==> src/rtl/microfluidic_sequencer_top.sv <==
// rtl/microfluidic_sequencer_top.sv - programmable valve/pump sequencer with program RAM and four PWM channels
module microfluidic_sequencer_top #(
    parameter int DELAY_SCALE = 1,
    parameter int PWM_BITS    = 6
) (
    input  logic        clk,
    input  logic        rst,
    input  logic        start,
    input  logic [7:0]  i,
    input  logic [12:0] instruction,
    output logic        PWM_0,
    output logic        PWM_1,
    output logic        PWM_2,
    output logic        PWM_3,
    output logic        demux_out0,
    output logic        demux_out1,
    output logic        demux_out2,
    output logic        demux_out3,
    output logic        delay_start,
    output logic        count_done,
    output logic        rst_flag
);

    localparam int PW = (DELAY_SCALE > 1) ? $clog2(DELAY_SCALE) : 1;

    localparam logic [2:0] OP_SET  = 3'b001;
    localparam logic [2:0] OP_WAIT = 3'b010;
    localparam logic [2:0] OP_HALT = 3'b011;

    typedef enum logic [2:0] {
        S_IDLE,
        S_FETCH,
        S_EXEC,
        S_WAIT,
        S_HALT
    } state_t;

    state_t              state;
    state_t              next_state;
    logic [12:0]         mem [256];
    logic [12:0]         ir;
    logic [7:0]          pc;
    logic [9:0]          cnt;
    logic [PW-1:0]       presc;
    logic [5:0]          duty [4];
    logic [3:0]          demux_q;
    logic [PWM_BITS-1:0] c;
    logic [2:0]          opcode;
    logic                presc_last;
    logic                wait_done;

    assign opcode     = ir[12:10];
    assign presc_last = (presc == PW'(DELAY_SCALE - 1));
    // A zero count finishes on the first WAIT cycle; otherwise finish on the last prescaler slot of the last tick.
    assign wait_done  = (cnt == 10'd0) || ((cnt == 10'd1) && presc_last);

    assign demux_out0 = demux_q[0];
    assign demux_out1 = demux_q[1];
    assign demux_out2 = demux_q[2];
    assign demux_out3 = demux_q[3];
    assign rst_flag   = (state == S_HALT);

    assign PWM_0 = (c < PWM_BITS'(duty[0]));
    assign PWM_1 = (c < PWM_BITS'(duty[1]));
    assign PWM_2 = (c < PWM_BITS'(duty[2]));
    assign PWM_3 = (c < PWM_BITS'(duty[3]));

    // State register.
    always_ff @(posedge clk) begin
        if (rst) begin
            state <= S_IDLE;
        end else begin
            state <= next_state;
        end
    end

    // Next-state decode; start only matters in IDLE and HALT.
    always_comb begin
        next_state = state;
        case (state)
            S_IDLE:  if (start) next_state = S_FETCH;
            S_FETCH: next_state = S_EXEC;
            S_EXEC: begin
                case (opcode)
                    OP_WAIT: next_state = S_WAIT;
                    OP_HALT: next_state = S_HALT;
                    default: next_state = S_FETCH;
                endcase
            end
            S_WAIT:  if (wait_done) next_state = S_FETCH;
            S_HALT:  if (!start) next_state = S_IDLE;
            default: next_state = S_IDLE;
        endcase
    end

    // Program RAM: loaded only in IDLE, read synchronously into ir during FETCH; never cleared by reset.
    always_ff @(posedge clk) begin
        if (state == S_IDLE && !start) begin
            mem[i] <= instruction;
        end
        if (state == S_FETCH) begin
            ir <= mem[pc];
        end
    end

    // Datapath: pc, delay counter, duty registers, strobes and the free-running PWM counter.
    always_ff @(posedge clk) begin
        if (rst) begin
            pc          <= 8'd1;
            cnt         <= 10'd0;
            presc       <= '0;
            demux_q     <= 4'b0;
            delay_start <= 1'b0;
            count_done  <= 1'b0;
            c           <= '0;
            for (int k = 0; k < 4; k++) duty[k] <= 6'd0;
        end else begin
            c           <= c + 1'b1;
            demux_q     <= 4'b0;
            delay_start <= 1'b0;
            count_done  <= 1'b0;
            case (state)
                S_IDLE: pc <= 8'd1;
                S_EXEC: begin
                    case (opcode)
                        OP_SET: begin
                            for (int k = 0; k < 4; k++) begin
                                if (ir[6+k]) duty[k] <= ir[5:0];
                            end
                            demux_q <= ir[9:6];
                            pc      <= pc + 8'd1;
                        end
                        OP_WAIT: begin
                            delay_start <= 1'b1;
                            cnt         <= ir[9:0];
                            presc       <= '0;
                        end
                        OP_HALT: begin
                            for (int k = 0; k < 4; k++) duty[k] <= 6'd0;
                        end
                        default: pc <= pc + 8'd1;
                    endcase
                end
                S_WAIT: begin
                    if (wait_done) begin
                        count_done <= 1'b1;
                        pc         <= pc + 8'd1;
                    end else if (presc_last) begin
                        presc <= '0;
                        cnt   <= cnt - 10'd1;
                    end else begin
                        presc <= presc + 1'b1;
                    end
                end
                S_HALT: begin
                    for (int k = 0; k < 4; k++) duty[k] <= 6'd0;
                end
                default: ;
            endcase
        end
    end

endmodule

==> config.mk <==
export PLATFORM = sky130hd
export DESIGN_NAME = microfluidic_sequencer_top
export DESIGN_NICKNAME = d
export VERILOG_FILES = /design/src/rtl/microfluidic_sequencer_top.sv
export SDC_FILE = /design/constraint.sdc
export NUM_CORES = 2
export LEC_CHECK = 0
export BUFFER_PORTS_ARGS = -buffer_cell sky130_fd_sc_hd__buf_2
export CAP_MARGIN = 25
export CORE_UTILIZATION = 40
export CTS_BUF_LIST = sky130_fd_sc_hd__clkbuf_8
export CTS_CLUSTER_SIZE = 25
export DETAILED_ROUTE_END_ITERATION = 7
export SETUP_SLACK_MARGIN = 0.15
export SYNTH_ARGS = -nofsm -noshare
export SYNTH_HDL_FRONTEND = slang
export SYNTH_SLANG_ARGS = --single-unit
==> constraint.sdc <==
create_clock -name clk -period 6.85 [get_ports clk]
set_input_delay 0.685 -clock clk [delete_from_list [all_inputs] [get_ports clk]]
set_output_delay 0.685 -clock clk [all_outputs]
set_load 0.05 [all_outputs]
==> qor.yml <==
run_status:
  status: "completed"
floorplanning:
  rows: 210
  die_w_microns: 575.3
  coreArea_sq_um: 327100
  die-area_sq_um: 330900
  initial_core_util_pct: 40.19
  die_h_microns: 575.3
  ios: 35
logic_synthesis:
  synth_cell_types: 60
  synth_seq_area_share_pct: 77.19
  syn-mean-instance-area_sq_um: 21.04
  syn_inst: 6249
  yosys_warnings: 0
  synth_top_family_by_area: "multiplexers"
  synth-edff-count: 3341
  synthSimpleGateAreaFrac_pct: 2.124
  async_flop_share_pct: 0
  synth_area_sq_um: 131500
  synth-seq-cells: 3398
  synth_fa_ha_area_share_pct: 0.2284
  synthMuxAreaShare_pct: 15.44
  synth_xor_area_share_pct: 0.09994
  synth_flop_cell: "edfxtp_1"
  syn_nets: 6297
  synth_compound_area_share_pct: 3.371
sta:
  fmax_ghz: 0.2060
  slew_violations: 0
  skew_ns: 0.08934
  rsz0062_at_grt: "false"
  worst_pin_slew_ns: 1.395
  tns_ns: 0
  fin_crit_ns: 4.854
  finalSetupViolCount: 0
  slew_headroom_pct: 7.018
  min_period_over_period_pct: 70.87
  fin_ws_ns: 1.996
  timing.final.hold_violations: 0
detailed_routing:
  routedWlPerCell_microns: 30.87
  drt_pass1_iterations: 5
  drt_iter0_markers: 8055
  drc: 0
  route.final.wire_length_microns: 357500
  vias_per_cell: 5.753
  vias: 66630
  ant_nets: 0
pwr:
  p_switching_mw: 9.615
  p_leak_nw: 48.35
  p_clk_share_pct: 39.0
  intPower_mw: 31.76
  pwr-share-comb_pct: 5.5
  powerDensity_nw_per_um2: 278.5
  total_power_mw: 41.37
  irDropWorstVdd_uv: 136.3
  power_frac_seq_pct: 55.4
  sw_frac_of_total_pct: 23.24
run:
  max_cap_violations: 0
worst_setup_path:
  cp.arrival_ns: 5.65
  crit_required_ns: 7.64
  critPathMaxFanout: 38
  cp-end-kind: "flip-flop"
  crit_type: "reg -> reg"
  start_kind: "flip-flop"
hold_path:
  holdCritPathClass: "in -> reg"
cts:
  cts_max_path_buffers: 4
  tritoncts: "built"
  clk_latency_ns: 1.07
  root_buffer: "clkbuf_8"
  cts_buffers: 559
  htree_levels: 6
  clk_pin_slew_ns: 0.06
  postCtsSetupBuffers: 0
  cts.sinks: 3398
place:
  post-place-ws_ns: 1.951
  dp.cells: 10590
  io_buffers: 34
  gp_congestion: 0.8506
  placedInstanceArea_sq_um: 138500
  dp_hpwl_microns: 211800
layout:
  syn_to_final_growth_pct: 13.01
  final_cell_mix: "3341 x edfxtp_1, 726 x mux4_2, 567 x clkbuf_8"
  instances_no_fill: 11580
  final_layout_size_suffix_gt1_share_pct: 26.67
  final_nets: 6861
  final_common_cell: "edfxtp_1"
  final_cell_area_sq_um: 148600
global_route:
  track_usage_pct: 21.31
  antenna_found_initial: 29
  gr-total-overflow: 0
  grt_pass1_vias: 67150
  grt_first_pass_wirelength_microns: 505600
  grt_max_degree: 177
==> power by group through the flow <==
stage	Sequential (mW)	Clock (mW)	Combinational, mW
after floorplan	23.3	0	1.39
after global placement	23.4	0	2.28
after detailed placement	23.4	0	2.31
after CTS	22.9	16.4	2.32
after global routing	22.9	17.3	2.41
final	22.9	16.1	2.29
==> stage by stage <==
| step | hold WS [ns] | utilization [%] |
|---|---|---|
| floorplan | 0.4424 | - |
| global placement | 0.4597 | 42.29 |
| detailed placement | 0.4569 | 42.34 |
| CTS | 0.04152 | 45.38 |
| global route | 0.06825 | 45.41 |
| finish | 0.1091 | 45.42 |
==> registers in the layout, summed over array words and instances, names as in the netlist <==
name	cells
mem	3328
duty	24
ir	13
cnt	10
pc	8
c	6
demux_q	4
state	3
count_done	1
delay_start	1
==> critical path, cell delays in order, from the launching register on <==
cell and delay, ns:
dfxtp_4 0.87, buf_12 0.40, buf_12 0.35, mux4_2 0.54, a22o_1 0.30, a221oi_1 0.68, o221ai_1 0.54, a31oi_1 0.62
o32ai_1 0.17
==> routing by layer <==
metal / global-route usage, % / routed length, microns / vias up
met3: 4.291 / 31000 / 614
met1: 29.61 / 144500 / 35530
li1: - / - / 27280
met2: 33.41 / 168600 / 3196
met4: 7.788 / 13300 / 8
met5: 0 / 53 / -
==> Yosys cell counts (24+ instances only) <==
master    instances  area, sq um
a21oi_1         149        745.7
a221oi_1         64        560.5
a22oi_1         160         1201
a31oi_1          33        206.5
buf_1            28        105.1
buf_2            94        470.5
buf_4            36        270.3
buf_6            30        337.8
clkbuf_1        186        698.2
dfxtp_1          57         1141
edfxtp_1       3341       100300
ha_1             24        300.3
inv_1            29        108.9
mux2_2           61        686.9
mux2i_1         326         3263
mux4_2          726        16350
nand2_1         161        604.3
nand3_1          59        295.3
nor2_1          312         1171
o21ai_0          81        405.4
==> area by class of cell <==
type	count	area [sq um]
antenna	7	17.52
clock buffer	567	7804
clock inverter	410	2136
fill	27420	178600
inverter	31	123.9
multi-input combinational	2444	28220
sequential	3398	101500
tap	4346	5438
timing repair buffer	379	3344
==> timing repair <==
action,4_1_cts,5_1_grt
hold endpoints to repair,2,0
hold buffers,1,0
gates resized for setup,0,0
==> cell families after synthesis <==
group / after synthesis
DFF: 3398
adders and majority gates: 24
and+or+nand+nor: 645
AOI/OAI and AO/OA: 647
buffers and inverters: 407
muxes: 1113
xor gates and xnor gates: 15
==> final timing paths <==
kind	startpoint	end	slack, ns	depth (start not counted)
worst max-delay path	pc[0]	ir[12]	2.00	8
worst min register to register	duty[3][3]	duty[3][3]	0.47	1
worst min-delay path	instruction[4]	mem[223][4]	0.11	1
worst max register to register	pc[0]	ir[12]	2.00	8
No activity file was read; power rests on OpenSTA's default activity.
